$ cat src/rtl/power_off_ctr.sv
// OV5640 power-down sequencer: waits for SCCB idle and a frame boundary,
// then drops RSTB, raises PWDN and reports the sensor as off.
module power_off_ctr #(
  parameter int Delay_IicTo    = 240000,
  parameter int Delay_FrameTo  = 2400000,
  parameter int Delay_RstHold  = 24000,
  parameter int Delay_PwdnHold = 24000
) (
  input  logic clk,
  input  logic rst,
  input  logic power_on_vd,
  input  logic power_off_req,
  input  logic iic_busy,
  input  logic cam_vsync,
  output logic camera_rstn_en,
  output logic camera_pwnd_force,
  output logic off_busy,
  output logic power_off_done,
  output logic iic_timeout
);

  typedef enum logic [2:0] {
    S_IDLE,
    S_ACTIVE,
    S_WAIT_IIC,
    S_WAIT_VS,
    S_RST_LOW,
    S_PWDN_HIGH,
    S_OFF
  } state_t;

  // A hold of N exits when the timer reaches N-1; N=0 is treated as N=1.
  localparam logic [21:0] LIM_IIC   = (Delay_IicTo    <= 1) ? 22'd0 : 22'(Delay_IicTo - 1);
  localparam logic [21:0] LIM_FRAME = (Delay_FrameTo  <= 1) ? 22'd0 : 22'(Delay_FrameTo - 1);
  localparam logic [21:0] LIM_RST   = (Delay_RstHold  <= 1) ? 22'd0 : 22'(Delay_RstHold - 1);
  localparam logic [21:0] LIM_PWDN  = (Delay_PwdnHold <= 1) ? 22'd0 : 22'(Delay_PwdnHold - 1);

  state_t      r_state;
  state_t      w_state_nxt;
  logic [21:0] r_timer;
  logic        r_req_l;
  logic        r_vs_s1;
  logic        r_vs_s2;
  logic        r_vs_prev;
  logic        r_vs_rise;
  logic        r_rstn_en;
  logic        r_pwnd_force;
  logic        r_off_busy;
  logic        r_done;
  logic        r_iic_to;
  logic        w_to_set;
  logic        w_timed;
  logic        w_rstn_en_nxt;
  logic        w_pwnd_force_nxt;
  logic        w_off_busy_nxt;
  logic        w_done_nxt;

  // VSYNC is asynchronous: two flops to synchronise, then a registered edge.
  always_ff @(posedge clk or negedge rst) begin
    if (!rst) begin
      r_vs_s1   <= 1'b0;
      r_vs_s2   <= 1'b0;
      r_vs_prev <= 1'b0;
      r_vs_rise <= 1'b0;
    end else begin
      r_vs_s1   <= cam_vsync;
      r_vs_s2   <= r_vs_s1;
      r_vs_prev <= r_vs_s2;
      r_vs_rise <= r_vs_s2 & ~r_vs_prev;
    end
  end

  always_ff @(posedge clk or negedge rst) begin
    if (!rst) begin
      r_state <= S_IDLE;
    end else begin
      r_state <= w_state_nxt;
    end
  end

  assign w_timed = (r_state == S_WAIT_IIC) || (r_state == S_WAIT_VS) ||
                   (r_state == S_RST_LOW)  || (r_state == S_PWDN_HIGH);

  always_ff @(posedge clk or negedge rst) begin
    if (!rst) begin
      r_timer <= 22'd0;
    end else if (w_state_nxt != r_state) begin
      r_timer <= 22'd0;
    end else if (w_timed) begin
      r_timer <= r_timer + 22'd1;
    end
  end

  // A request arriving before power-on completes is remembered for ACTIVE.
  always_ff @(posedge clk or negedge rst) begin
    if (!rst) begin
      r_req_l <= 1'b0;
    end else if (w_state_nxt == S_WAIT_IIC && r_state != S_WAIT_IIC) begin
      r_req_l <= 1'b0;
    end else if (power_off_req && (r_state == S_IDLE || r_state == S_ACTIVE)) begin
      r_req_l <= 1'b1;
    end
  end

  always_comb begin
    w_state_nxt = r_state;
    w_to_set    = 1'b0;
    case (r_state)
      S_IDLE: begin
        if (power_on_vd) w_state_nxt = S_ACTIVE;
      end
      S_ACTIVE: begin
        if (!power_on_vd)  w_state_nxt = S_IDLE;
        else if (r_req_l)  w_state_nxt = S_WAIT_IIC;
      end
      S_WAIT_IIC: begin
        if (!iic_busy) begin
          w_state_nxt = S_WAIT_VS;
        end else if (r_timer == LIM_IIC) begin
          w_state_nxt = S_WAIT_VS;
          w_to_set    = 1'b1;
        end
      end
      S_WAIT_VS: begin
        if (r_vs_rise || r_timer == LIM_FRAME) w_state_nxt = S_RST_LOW;
      end
      S_RST_LOW: begin
        if (r_timer == LIM_RST) w_state_nxt = S_PWDN_HIGH;
      end
      S_PWDN_HIGH: begin
        if (r_timer == LIM_PWDN) w_state_nxt = S_OFF;
      end
      S_OFF: begin
        w_state_nxt = S_OFF;
      end
      default: begin
        w_state_nxt = S_IDLE;
      end
    endcase
  end

  // Outputs are decoded from the next state so they change on state entry.
  always_comb begin
    w_rstn_en_nxt    = 1'b1;
    w_pwnd_force_nxt = 1'b0;
    w_off_busy_nxt   = 1'b0;
    w_done_nxt       = 1'b0;
    case (w_state_nxt)
      S_WAIT_IIC, S_WAIT_VS: begin
        w_off_busy_nxt = 1'b1;
      end
      S_RST_LOW: begin
        w_off_busy_nxt = 1'b1;
        w_rstn_en_nxt  = 1'b0;
      end
      S_PWDN_HIGH: begin
        w_off_busy_nxt   = 1'b1;
        w_rstn_en_nxt    = 1'b0;
        w_pwnd_force_nxt = 1'b1;
      end
      S_OFF: begin
        w_rstn_en_nxt    = 1'b0;
        w_pwnd_force_nxt = 1'b1;
        w_done_nxt       = 1'b1;
      end
      default: begin
        w_rstn_en_nxt = 1'b1;
      end
    endcase
  end

  always_ff @(posedge clk or negedge rst) begin
    if (!rst) begin
      r_rstn_en    <= 1'b1;
      r_pwnd_force <= 1'b0;
      r_off_busy   <= 1'b0;
      r_done       <= 1'b0;
      r_iic_to     <= 1'b0;
    end else begin
      r_rstn_en    <= w_rstn_en_nxt;
      r_pwnd_force <= w_pwnd_force_nxt;
      r_off_busy   <= w_off_busy_nxt;
      r_done       <= w_done_nxt;
      r_iic_to     <= r_iic_to | w_to_set;
    end
  end

  assign camera_rstn_en    = r_rstn_en;
  assign camera_pwnd_force = r_pwnd_force;
  assign off_busy          = r_off_busy;
  assign power_off_done    = r_done;
  assign iic_timeout       = r_iic_to;

endmodule

$ cat config.mk
export PLATFORM = sky130hd
export DESIGN_NAME = power_off_ctr
export DESIGN_NICKNAME = d
export VERILOG_FILES = /design/src/rtl/power_off_ctr.sv
export SDC_FILE = /design/constraint.sdc
export NUM_CORES = 1
export LEC_CHECK = 0
export ABC_AREA = 1
export CORE_MARGIN = 5
export CORE_UTILIZATION = 50
export CTS_CLUSTER_DIAMETER = 30
export DETAILED_ROUTE_END_ITERATION = 8
export HOLD_SLACK_MARGIN = 0.1
export PLACE_DENSITY_LB_ADDON = 0.12
export RECOVER_POWER = 100
export SETUP_SLACK_MARGIN = 0.4
export SLEW_MARGIN = 40
export SYNTH_ARGS = -nofsm -noshare
export SYNTH_HDL_FRONTEND = slang
export SYNTH_SLANG_ARGS = --single-unit
export TNS_END_PERCENT = 1
$ cat constraint.sdc
create_clock -name clk -period 3.8 [get_ports clk]
set_input_delay 0.76 -clock clk [delete_from_list [all_inputs] [get_ports clk]]
set_output_delay 0.76 -clock clk [all_outputs]
set_load 0.005 [all_outputs]
# == After elaboration in Yosys (flattened, before gate mapping) ==
# Index checks and enable logic that the tools add are counted.
# word_totals
in_bits,6
word_cells,65
output_inout_bits,5
reg_bits,35
# op_classes
addsub,1
muxes,20
reduce_logical,13
n_eq_ne,16
bitwise,3
# op_table
cell,count
22-bit 2-to-1 mux,2
3-bit 2-to-1 mux,8
"22-bit by 1-bit adder with 22-bit output, second input constant",1
"22-bit by 15-bit == test with 1-bit output, second input constant",1
"22-bit by 18-bit == test with 1-bit output, second input constant",1
"22-bit == test, second input constant",1
3-bit case mux with 7 select lines,1
"3-bit == test, second input constant",6
"3-bit by 2-bit == test with 1-bit output, second input constant",4
1-bit 2-to-1 mux,9
1-bit logical OR,5
2-bit nonzero test,2
4-bit OR reduction,1
"3-bit by 1-bit == test with 1-bit output, second input constant",1
3-bit logical NOT,1
"3-bit by 2-bit inequality test with 1-bit output, second input constant",1
3-bit inequality test,1
3-bit OR reduction,1
1-bit logical AND,2
2-bit OR reduction,1
1-bit AND,1
1-bit NOT,1
1-bit bitwise OR,1

# == Logic depth before layout (Yosys ltp) ==
# Gate-level depths: netlist of run 1.
# depth
depth_word,7
depth_mapped,14
ltp_nobuf,13

# == Worst setup path after synthesis of run 1 ==
# Ideal clock, no wire load.
# synth_timing
kind,register to register
from,register r_timer[0]
to,register r_timer[10]
period_less_slack_ns,1.631
n_path_buf,1
required_time_ns,3.679
path_stages_with_launch,15
t_arrival_ns,1.511
setup_ns,0.121
slack_ns,2.169
cell_sequence,dfrtp_1 > ha_1 > nand2_1 > inv_1 > nand2_1 > nor2_1 > nand3_1 > nand2_1 > nand2_1 > nand2_2 > inv_1 > nand3_2 > nand2_2 > buf_6 > nor2_2
# synth_between
elab_chain_len,6
word_cells_on_any_way,15
classes_between,1 x add/sub; 4 x eq/ne; 8 x mux; 2 x reduce/logical
# synth_rtl
element,line_no,rtl
from (decl),40,logic [21:0] r_timer;
from (signal assigned),90,r_timer <= r_timer + 22'd1;
22-bit by 18-bit == test with 1-bit output or 22-bit == test (tied branches),"119, 125",
3-bit 2-to-1 mux or 1-bit logical OR (tied branches),"119, 125",
3-bit 2-to-1 mux (on tied branches),"117, 125",
3-bit case mux with 7 select lines,108,case (r_state)
3-bit inequality test,87,end else if (w_state_nxt != r_state) begin
22-bit 2-to-1 mux or 2-bit nonzero test (tied branches),--,
# Several ways; a longest one is shown, not always the timed one. The select of a mux whose other input is x is not followed.
# A chain may end at the register's enable or synchronous reset.

# == Worst setup path after layout of run 1 ==
# layout_timing
from,register r_timer[1]
to,register r_timer[1]
# Same word-level chain as after synthesis.

==> reports/results.tsv, run 1 <==
stage	metric	value	unit
job	Max Cap Viol	1	
synthesis	Cells after Synth	247	
global_route	met3 Usage GRT	0.0465	
floorplan	Die Span Y	73.4	um
synthesis	Post-synth top cells	nand2_1 (45), dfrtp_1 (34), nor2_1 (30)	
clocking	CTS tree	done	
sta	slew at the pin with the worst max-slew slack	1.84	ns
detailed_routing	initial DRC count	119	
worst_setup_path	arrival time at the worst endpoint	2.84	ns
global_route	Remaining Overflow, GRT	0	
clocking	cts-stage hold buffer count	0	
worst_setup_path	Worst EP required	3.93	ns
worst_setup_path	crit end category	flip-flop	
final_layout	Final nets	268	
final_layout	share of layout cells above drive strength 1	0.187	
final_layout	post-layout util	0.562	
synthesis	sequential fraction of the synthesis area	0.437	
detailed_routing	Routed Wire Length	3.97	mm
synthesis	synth top area cells	dfrtp_1 (42%), nand2_1 (8.4%), nor2_2 (7.8%), xor2_1 (7.0%), nor2_1 (5.6%)	
worst_setup_path	critical path launch point	r_timer[1]$_DFFE_PN0P_	
clocking	CTS Buf Count	5	
place	Placed Cells	304	
power_and_ir_drop	sequential share of power	0.405	
global_route	largest net degree at the start of global routing	36	
place	DP Area	2140	sq um
synthesis	Ys Warns	0	
detailed_routing	Post-route DRC	0	
place	Final HPWL DP	2.85	mm
sta	min Tclk post-route	2.71	ns
synthesis	top-area cell type share of the netlist area	0.424	
floorplan	io pins	11	
worst_setup_path	Critical R2R Launch	r_timer[1]$_DFFE_PN0P_	
global_route	gr usage total	0.170	
synthesis	number of distinct library cells after synthesis	29	
clocking	Worst-path clk slew	0.07	ns
worst_setup_path	critical path startpoint category	flip-flop	
sta	Worst Clk Skew	0.00370	ns
synthesis	#FFs+latches synth	35	
clocking	htree depth	2	
floorplan	die width	73.4	um
worst_setup_path	critical path class	flip-flop to flip-flop	
final_layout	number of diodes	0	
detailed_routing	first-pass iteration count of the detailed router	4	
sta	Slew Viols, Final	36	
sta	Hold Fails Final Rpt	0	
sta	hold_ws	0.361	ns
synthesis	Synth Flop Type	dfrtp_1	
sta	setup_tns	0	ns
global_route	initial antenna violation count	0	
sta	FMAX	0.369	GHz
sta	RSZ-0062 raised after global routing	false	
power_and_ir_drop	power per cell area	513	nW/um^2
global_route	first-pass GRT wire length	6.93	mm
hold_path	Hold WC Path Type	flip-flop to flip-flop	
synthesis	Post-synth ARST share	1.00	
clocking	Clock Path Buffers	2	
worst_setup_path	Reg2Reg Setup Slack	1.09	ns
synthesis	post-synth top area cell	dfrtp_1	
power_and_ir_drop	Switch Pwr	0.445	mW
final_layout	Layout Cells excl Fill	312	
synthesis	Syn Std Cell Area	2010	sq um
global_route	grt peak-use layer	met2	
detailed_routing	DR vias	1540	
power_and_ir_drop	Comb power frac	0.333	
final_layout	Syn-to-layout area delta	10.4	%
power_and_ir_drop	total leakage power	0.955	nW
sta	Setup Viol. Count Final	0	
status	failing checks	capacitance limit, slew limit	
global_route	grt met2 use	0.271	
floorplan	# rows	23	
synthesis	EDFF count, synth	0	
place	GPL Wtd Cong	0.908	
floorplan	Die Area	5380	sq um
power_and_ir_drop	clock power share	0.262	
clocking	CTS-repair resized insts	0	
clocking	Clk Latency, worst-skew pair	0.29	ns
hold_path	Hold Path Origin	r_vs_s1$_DFF_PN0_	
sta	final worst path period share	0.713	
status	status	finished, violations left	
clocking	CTS Root Cell	clkbuf_8	
power_and_ir_drop	cell internal pwr	0.691	mW
clocking	Post-CTS Setup Bufs	0	
clocking	Sink Count	35	
synthesis	most frequent cell after synthesis	nand2_1	
place	number of buffers added on ports	10	
place	pre-CTS worst setup slack	1.46	ns
detailed_routing	Antenna Nets Post-Route	0	
final_layout	post-route cell area	2220	sq um
global_route	met1 Resource Use GR	0.219	
detailed_routing	post-DR wirelength/cell	12.7	um
power_and_ir_drop	Design Power	1.14	mW
power_and_ir_drop	Max VDD drop	287	uV
detailed_routing	Vias/cell	4.94	
synthesis	Synth Net Count	254	
synthesis	average size of a mapped cell	8.13	sq um
floorplan	Initial Util	0.509	
global_route	vias in the first global route	1480	
worst_setup_path	Worst Path Max Fanout	22	
floorplan	core area	3940	sq um
power_and_ir_drop	Switching Share	0.392	
sta	Max-slew headroom	-0.225	
final_layout	Fill cells	380	
sta	fin worst setup slack	1.09	ns
area by class of cell:
class / instances / area (sq um) / share of cell area
Clock buffer: 8 / 100 / 0.0452
Inverter: 32 / 120 / 0.0542
Timing Repair Buffer: 10 / 93.8 / 0.0423
Sequential cell: 35 / 877 / 0.396
Tap cell: 50 / 62.6 / 0.0282
Multi-Input combinational cell: 177 / 962 / 0.434
sequential cells by signal, summed over array words and instances, names as in the netlist:
name and cells:
camera_pwnd_force 1, camera_rstn_en 1, iic_timeout 1, off_busy 1
power_off_done 1, r_req_l 1, r_state 3, r_timer 22
r_vs_prev 1, r_vs_rise 1, r_vs_s1 1, r_vs_s2 1
layout by cell type, fill, tap and decap left out:
cell type / synthesis / layout
a21oi_1: 2 / 2
a31oi_1: 1 / 1
clkbuf_1: 0 / 2
clkbuf_8: 0 / 7
clkdlybuf4s50_1: 0 / 2
clkinv_1: 1 / 1
dfrtp_1: 34 / 34
dfstp_2: 1 / 1
dlygate4sd3_1: 0 / 7
ha_1: 1 / 1
inv_1: 26 / 26
inv_2: 5 / 5
mux2i_1: 1 / 1
nand2_1: 45 / 47
nand2_2: 5 / 3
nand3_1: 18 / 20
nand3_2: 4 / 2
nand3b_1: 2 / 2
nand4_1: 4 / 4
nor2_1: 30 / 30
nor2_2: 25 / 25
nor2_4: 3 / 3
nor3_1: 8 / 9
nor4_1: 1 / 1
o21ai_0: 2 / 2
o21ai_2: 1 / 1
o21bai_1: 1 / 1
or2_2: 2 / 2
xnor2_1: 4 / 4
xor2_1: 16 / 16
per-layer routing:
metal | vias up | part of all wire
li1 | 799 | -
met3 | 8 | 0.038
met5 | - | 0
met4 | 0 | 0.021
met2 | 28 | 0.48
met1 | 705 | 0.46
final timing paths:
path / end / depth (start not counted)
hold / removal: r_vs_s2$_DFF_PN0_ / 0
setup reg to reg: r_timer[1]$_DFFE_PN0P_ / 10
min in group asynchronous: r_timer[3]$_DFFE_PN0P_ / 1
setup / recovery: r_timer[1]$_DFFE_PN0P_ / 10
hold reg to reg: r_vs_s2$_DFF_PN0_ / 0
max in group asynchronous: iic_timeout$_DFF_PN0_ / 1
worst max-delay path, cell delays in order (launching register included):
cell     delay [ns]
dfrtp_1        0.37
ha_1           0.17
nand2_1        0.12
nor3_1         0.40
nand3_1        0.17
nand3_1        0.13
nand2_1        0.09
inv_1          0.09
nand3_1        0.07
nand2_1        0.86
nor2_1         0.07
power groups by stage:
stage	Combinational, mW	Clock [mW]	Sequential (mW)
final	0.379	0.297	0.460
after global routing	0.426	0.324	0.467
after CTS	0.399	0.303	0.461
after detailed placement	0.395	0	0.468
after global placement	0.388	0	0.467
after floorplan	0.334	0	0.452
cell families after synthesis:
family          share of synthesized area
simple gates                        0.370
xor+xnor                           0.0873
flops                               0.437
mux                               0.00499
fa+ha+maj                         0.00623
buf+inv                            0.0736
compound gates                     0.0212
No activity file was read; power rests on OpenSTA's default activity.
==> inputs of run 2 (changes only) <==
==> constraint.sdc (replaced) <==
create_clock -name clk -period 2.5 [get_ports clk]
set_input_delay 0.5 -clock clk [delete_from_list [all_inputs] [get_ports clk]]
set_output_delay 0.5 -clock clk [all_outputs]
set_load 0.005 [all_outputs]
==> run 2 against run 1 <==
Against the previous run: fmax increased by 45%; the flow still finishes with violations (capacitance limit, slew limit); via count decreased by 1.8%; first-iteration DRC count shrank 56%; sequential share of layout area is 0.25 points higher; worst hold slack worse by 0.0049 ns; critical path depth increased by 1; clock skew is 0.0031 ns higher; final cell count increased by 0.32%; power rose by 52%; core utilization down 0.35 points; non-clock buffer count grew 1.
==> reports/results.tsv, run 2 (synthesized netlist as in run 1, its figures left out) <==
stage	metric	value	unit
clocking	Clk Latency, worst-skew pair	0.28	ns
floorplan	die width	73.4	um
job	Max Cap Viol	1	
sta	Max-slew headroom	-0.201	
power_and_ir_drop	power per cell area	784	nW/um^2
final_layout	largest registers	r_timer x22, r_state x3	
sta	final worst path period share	0.750	
global_route	largest net degree at the start of global routing	36	
final_layout	max FFs per register	22	
clocking	Post-CTS Setup Bufs	0	
global_route	initial antenna violation count	0	
final_layout	most frequent cells in the layout	nand2_1 (47), nor2_1 (47), dfrtp_1 (34), inv_1 (26), nand3_1 (19)	
final_layout	Reg with most FFs	r_timer	
sta	Hold Fails Final Rpt	0	
sta	FMAX	0.534	GHz
detailed_routing	Post-route DRC	0	
clocking	Worst-path clk slew	0.07	ns
power_and_ir_drop	Switching Share	0.361	
worst_setup_path	critical path startpoint category	flip-flop	
sta	min Tclk post-route	1.87	ns
floorplan	Die Span Y	73.4	um
power_and_ir_drop	Max VDD drop	335	uV
status	status	finished, violations left	
place	number of buffers added on ports	10	
clocking	CTS Buf Count	5	
final_layout	number of diodes	0	
worst_setup_path	arrival time at the worst endpoint	2.04	ns
floorplan	# rows	23	
final_layout	FF/Latch Area	877	sq um
status	failing checks	capacitance limit, slew limit	
detailed_routing	initial DRC count	52	
worst_setup_path	critical path class	flip-flop to flip-flop	
final_layout	share of layout cells above drive strength 1	0.133	
floorplan	Die Area	5380	sq um
clocking	cts-stage hold buffer count	0	
final_layout	post-layout util	0.559	
floorplan	io pins	11	
place	Final HPWL DP	2.91	mm
final_layout	Fill cells	387	
sta	Worst Clk Skew	0.00677	ns
clocking	Clock Path Buffers	2	
power_and_ir_drop	Switch Pwr	0.623	mW
sta	RSZ-0062 raised after global routing	false	
global_route	vias in the first global route	1529	
power_and_ir_drop	cell internal pwr	1.10	mW
sta	slew at the pin with the worst max-slew slack	1.80	ns
final_layout	Final nets	269	
final_layout	Syn-to-layout area delta	9.73	%
clocking	CTS tree	done	
final_layout	footprint of the multi-input gates	925	sq um
clocking	Sink Count	35	
detailed_routing	Routed Wire Length	3.73	mm
detailed_routing	Antenna Nets Post-Route	0	
detailed_routing	post-DR wirelength/cell	11.9	um
worst_setup_path	crit end category	flip-flop	
power_and_ir_drop	clock power share	0.261	
place	DP Area	2160	sq um
global_route	Remaining Overflow, GRT	0	
sta	Slew Viols, Final	36	
sta	hold_ws	0.357	ns
global_route	first-pass GRT wire length	6.73	mm
clocking	CTS Root Cell	clkbuf_8	
clocking	CTS-repair resized insts	0	
power_and_ir_drop	total leakage power	0.971	nW
floorplan	core area	3940	sq um
power_and_ir_drop	Comb power frac	0.335	
power_and_ir_drop	sequential share of power	0.404	
final_layout	post-route cell area	2200	sq um
clocking	htree depth	2	
place	GPL Wtd Cong	0.907	
worst_setup_path	Worst EP required	2.67	ns
sta	Setup Viol. Count Final	0	
hold_path	Hold WC Path Type	flip-flop to flip-flop	
detailed_routing	first-pass iteration count of the detailed router	4	
detailed_routing	Vias/cell	4.83	
global_route	gr usage total	0.164	
detailed_routing	DR vias	1512	
floorplan	Initial Util	0.509	
worst_setup_path	Worst Path Max Fanout	22	
sta	setup_tns	0	ns
[run 2: metal layers]
metal,vias to the layer above,wire length [um],GRT usage
li1,800,-,-
met4,0,65,0.0664
met5,-,0,0
met1,691,1760,0.206
met2,15,1810,0.272
met3,6,106,0.0369
[run 2: path summary, 6_finish.rpt]
| path | slack, ns | startpoint | endpoint | depth (start not counted) |
|---|---|---|---|---|
| max | 0.63 | r_timer[1]$_DFFE_PN0P_ | r_timer[8]$_DFFE_PN0P_ | 11 |
| max reg2reg | 0.63 | r_timer[1]$_DFFE_PN0P_ | r_timer[8]$_DFFE_PN0P_ | 11 |
| min reg2reg | 0.36 | r_vs_s1$_DFF_PN0_ | r_vs_s2$_DFF_PN0_ | 0 |
| min | 0.36 | r_vs_s1$_DFF_PN0_ | r_vs_s2$_DFF_PN0_ | 0 |
| min in group asynchronous | 0.69 | rst | r_timer[0]$_DFFE_PN0P_ | 1 |
| max in group asynchronous | 0.76 | rst | r_timer[14]$_DFFE_PN0P_ | 1 |
[run 2: metrics by stage]
stage,std cells,setup slack [ns],total power [mW]
after floorplan,247,0.869,1.20
after global placement,305,0.648,1.37
after detailed placement,305,0.631,1.37
after CTS,313,0.631,1.83
after global routing,313,0.309,1.85
final,313,0.626,1.73
[run 2: cell type report]
cell class / count / area share
clock buffers: 7 / 0.0438
clock inverters: 1 / 0.00341
inverters: 32 / 0.0545
multi-input cells: 177 / 0.420
flip-flops and latches: 35 / 0.398
well taps: 50 / 0.0284
repair buffers: 11 / 0.0517
[run 2: power by group through the flow]
stage	sequential (mW)	combinational (mW)	clock, mW
after floorplan	0.687	0.508	0
after global placement	0.707	0.658	0
after detailed placement	0.710	0.663	0
after CTS	0.700	0.665	0.464
after global routing	0.707	0.653	0.487
final	0.698	0.578	0.450
[run 2: critical path, cell delays in order (launching register included)]
cell and delay [ns]:
dfrtp_1 0.37, ha_1 0.17, nand2_1 0.13, nor3_1 0.27, nand3_1 0.13, nand3_1 0.11
nand2_1 0.08, inv_1 0.08, nand3_2 0.06, nand2_1 0.11, buf_12 0.17, nor2_1 0.06
==> inputs of run 3 (changes only) <==
==> constraint.sdc (replaced) <==
create_clock -name clk -period 1.55 [get_ports clk]
set_input_delay 0.31 -clock clk [delete_from_list [all_inputs] [get_ports clk]]
set_output_delay 0.31 -clock clk [all_outputs]
set_load 0.005 [all_outputs]
==> run 3 against run 2 <==
Against the previous run: the flow finishes with violations (setup timing); via count is 14% higher; power grew 97%; clock skew decreased by 0.0013 ns; first-iteration DRC count decreased by 7.7%; critical endpoint is now r_timer[6]$_DFFE_PN0P_; core utilization is 13 points higher; register-to-register slack got worse by 0.83 ns; sequential power increased by 62%; critical path type unchanged; sequential cell count is the same; cell area grew 23%; non-clock buffer count is 51 higher; sequential share of layout area fell by 7.5 points.
==> reports/results.tsv, run 3 (synthesized netlist as in run 1, its figures left out) <==
stage	metric	value	unit
status	status	finished, violations left	
status	failing checks	setup timing	
sta	slew at the pin with the worst max-slew slack	0.736	ns
floorplan	Initial Util	0.509	
detailed_routing	first-pass iteration count of the detailed router	4	
sta	Hold Fails Final Rpt	0	
power_and_ir_drop	clock power share	0.187	
clocking	Sink Count	35	
floorplan	# rows	23	
final_layout	most frequent cells in the layout	buf_4 (46), nand2_1 (41), dfrtp_1 (33), nor2_2 (28), nor2_1 (24)	
power_and_ir_drop	Switch Pwr	1.31	mW
power_and_ir_drop	Switching Share	0.384	
global_route	Remaining Overflow, GRT	0	
floorplan	Die Area	5380	sq um
detailed_routing	initial DRC count	48	
power_and_ir_drop	sequential share of power	0.333	
worst_setup_path	Slowest-stage cell, CP	dfrtp_1	
detailed_routing	Post-route DRC	0	
clocking	CTS tree	done	
clocking	CTS Buf Count	5	
power_and_ir_drop	Comb power frac	0.480	
final_layout	commonest non-fill, non-tap cell in the layout	buf_4	
place	Final HPWL DP	3.48	mm
final_layout	number of diodes	0	
power_and_ir_drop	cell internal pwr	2.10	mW
floorplan	Die Span Y	73.4	um
detailed_routing	Antenna Nets Post-Route	0	
worst_setup_path	arrival time at the worst endpoint	1.97	ns
clocking	htree depth	2	
sta	RSZ-0062 raised after global routing	true	
final_layout	max FFs per register	22	
final_layout	Final nets	320	
detailed_routing	post-DR wirelength/cell	12.5	um
clocking	Worst-path clk slew	0.07	ns
sta	Max-slew headroom	0.510	
worst_setup_path	CP Cell Sequence	ha_4 -> nand2_4 -> nor3_4 -> nand3_2 -> nand3_2 -> nand2_2 -> o21ai_2 -> nand2_4 -> clkbuf_16 -> nor2_2	
sta	final worst path period share	1.13	
global_route	vias in the first global route	1679	
power_and_ir_drop	power per cell area	1250	nW/um^2
worst_setup_path	critical path class	flip-flop to flip-flop	
hold_path	Hold WC Path Type	flip-flop to flip-flop	
clocking	Clock Path Buffers	2	
final_layout	Reg with most FFs	r_timer	
sta	FMAX	0.571	GHz
clocking	Clk Latency, worst-skew pair	0.29	ns
sta	setup_tns	-3.93	ns
sta	Setup Viol. Count Final	22	
place	GPL Wtd Cong	0.877	
detailed_routing	DR vias	1726	
worst_setup_path	Worst Path Max Fanout	7	
power_and_ir_drop	Design Power	3.40	mW
sta	min Tclk post-route	1.75	ns
final_layout	share of layout cells above drive strength 1	0.404	
worst_setup_path	crit-path max cell delay	0.41	ns
detailed_routing	Routed Wire Length	4.54	mm
global_route	initial antenna violation count	0	
sta	Slew Viols, Final	0	
final_layout	largest registers	r_timer x22, r_state x3	
floorplan	io pins	11	
global_route	first-pass GRT wire length	7.58	mm
power_and_ir_drop	Max VDD drop	927	uV
place	number of buffers added on ports	10	
worst_setup_path	Worst EP required	1.77	ns
floorplan	core area	3940	sq um
worst_setup_path	crit end category	flip-flop	
global_route	largest net degree at the start of global routing	23	
sta	Worst Clk Skew	0.00551	ns
power_and_ir_drop	total leakage power	1.25	nW
detailed_routing	Vias/cell	4.74	
worst_setup_path	critical path startpoint category	flip-flop	
global_route	gr usage total	0.185	
final_layout	Syn-to-layout area delta	35.4	%
sta	fin worst setup slack	-0.201	ns
clocking	CTS Root Cell	clkbuf_8	
floorplan	die width	73.4	um
job	Max Cap Viol	0	
==> run 3: per-stage QoR <==
step	instance area [sq um]	hold slack (ns)	cells	setup slack, ns	util
2_1_floorplan	2020	0.0144	247	-0.0126	-
3_3_place_gp	2540	0.235	352	-0.196	0.646
3_5_place_dp	2540	0.235	352	-0.228	0.646
4_1_cts	2660	0.356	361	-0.173	0.674
5_1_grt	2720	0.379	364	-0.275	0.689
6_report	2720	0.351	364	-0.201	0.689
==> run 3: path summary, 6_finish.rpt <==
path	from	endpoint	cells after the start	slack, ns
worst max-delay path	r_timer[0]$_DFFE_PN0P_	r_timer[6]$_DFFE_PN0P_	10	-0.20
worst min-delay path	r_vs_s1$_DFF_PN0_	r_vs_s2$_DFF_PN0_	0	0.35
worst max register to register	r_timer[0]$_DFFE_PN0P_	r_timer[6]$_DFFE_PN0P_	10	-0.20
worst min register to register	r_vs_s1$_DFF_PN0_	r_vs_s2$_DFF_PN0_	0	0.35
max in group asynchronous	rst	iic_timeout$_DFF_PN0_	3	0.12
min in group asynchronous	rst	r_timer[7]$_DFFE_PN0P_	2	0.59
==> run 3: worst max-delay path: cells and delay by family (launching register included) <==
| family | cells | cell delay, ns |
|---|---|---|
| AOI/OAI and AO/OA | 1 | 0.18 |
| and+or+nand+nor | 7 | 0.74 |
| DFF | 1 | 0.41 |
| buffers and inverters | 1 | 0.18 |
| adders and majority gates | 1 | 0.17 |
==> run 3: layer usage <==
layer,global-route usage,vias to the layer above,wire (um)
met5,0,-,0
met4,0.0604,0,65
met3,0.0451,6,151
met2,0.286,23,2080
met1,0.254,789,2240
li1,-,908,-
==> run 3: final cells by class <==
class,count,area [sq um]
fillers,325,1220
multi-input cells,177,1070
flip-flops and latches,35,878
repair buffers,62,505
inverters,32,120
clock buffers,7,76.3
well taps,50,62.6
clock inverters,1,5.00
==> run 3: what timing repair did <==
action,4_1_cts,5_1_grt
pin swaps,8,15
setup endpoints to repair,35,32
setup buffers,0,2
endpoints found under the hold margin,12,0
resized for setup,32,13
hold buffers,1,0
cloned,0,1
==> run 3: power by group through the flow <==
stage                     logic, mW  registers [mW]  clock network, mW
after floorplan               0.825            1.11                  0
after global placement         1.43            1.13                  0
after detailed placement       1.45            1.14                  0
after CTS                      1.47            1.13              0.656
after global routing           1.77            1.15              0.699
final                          1.63            1.13              0.636
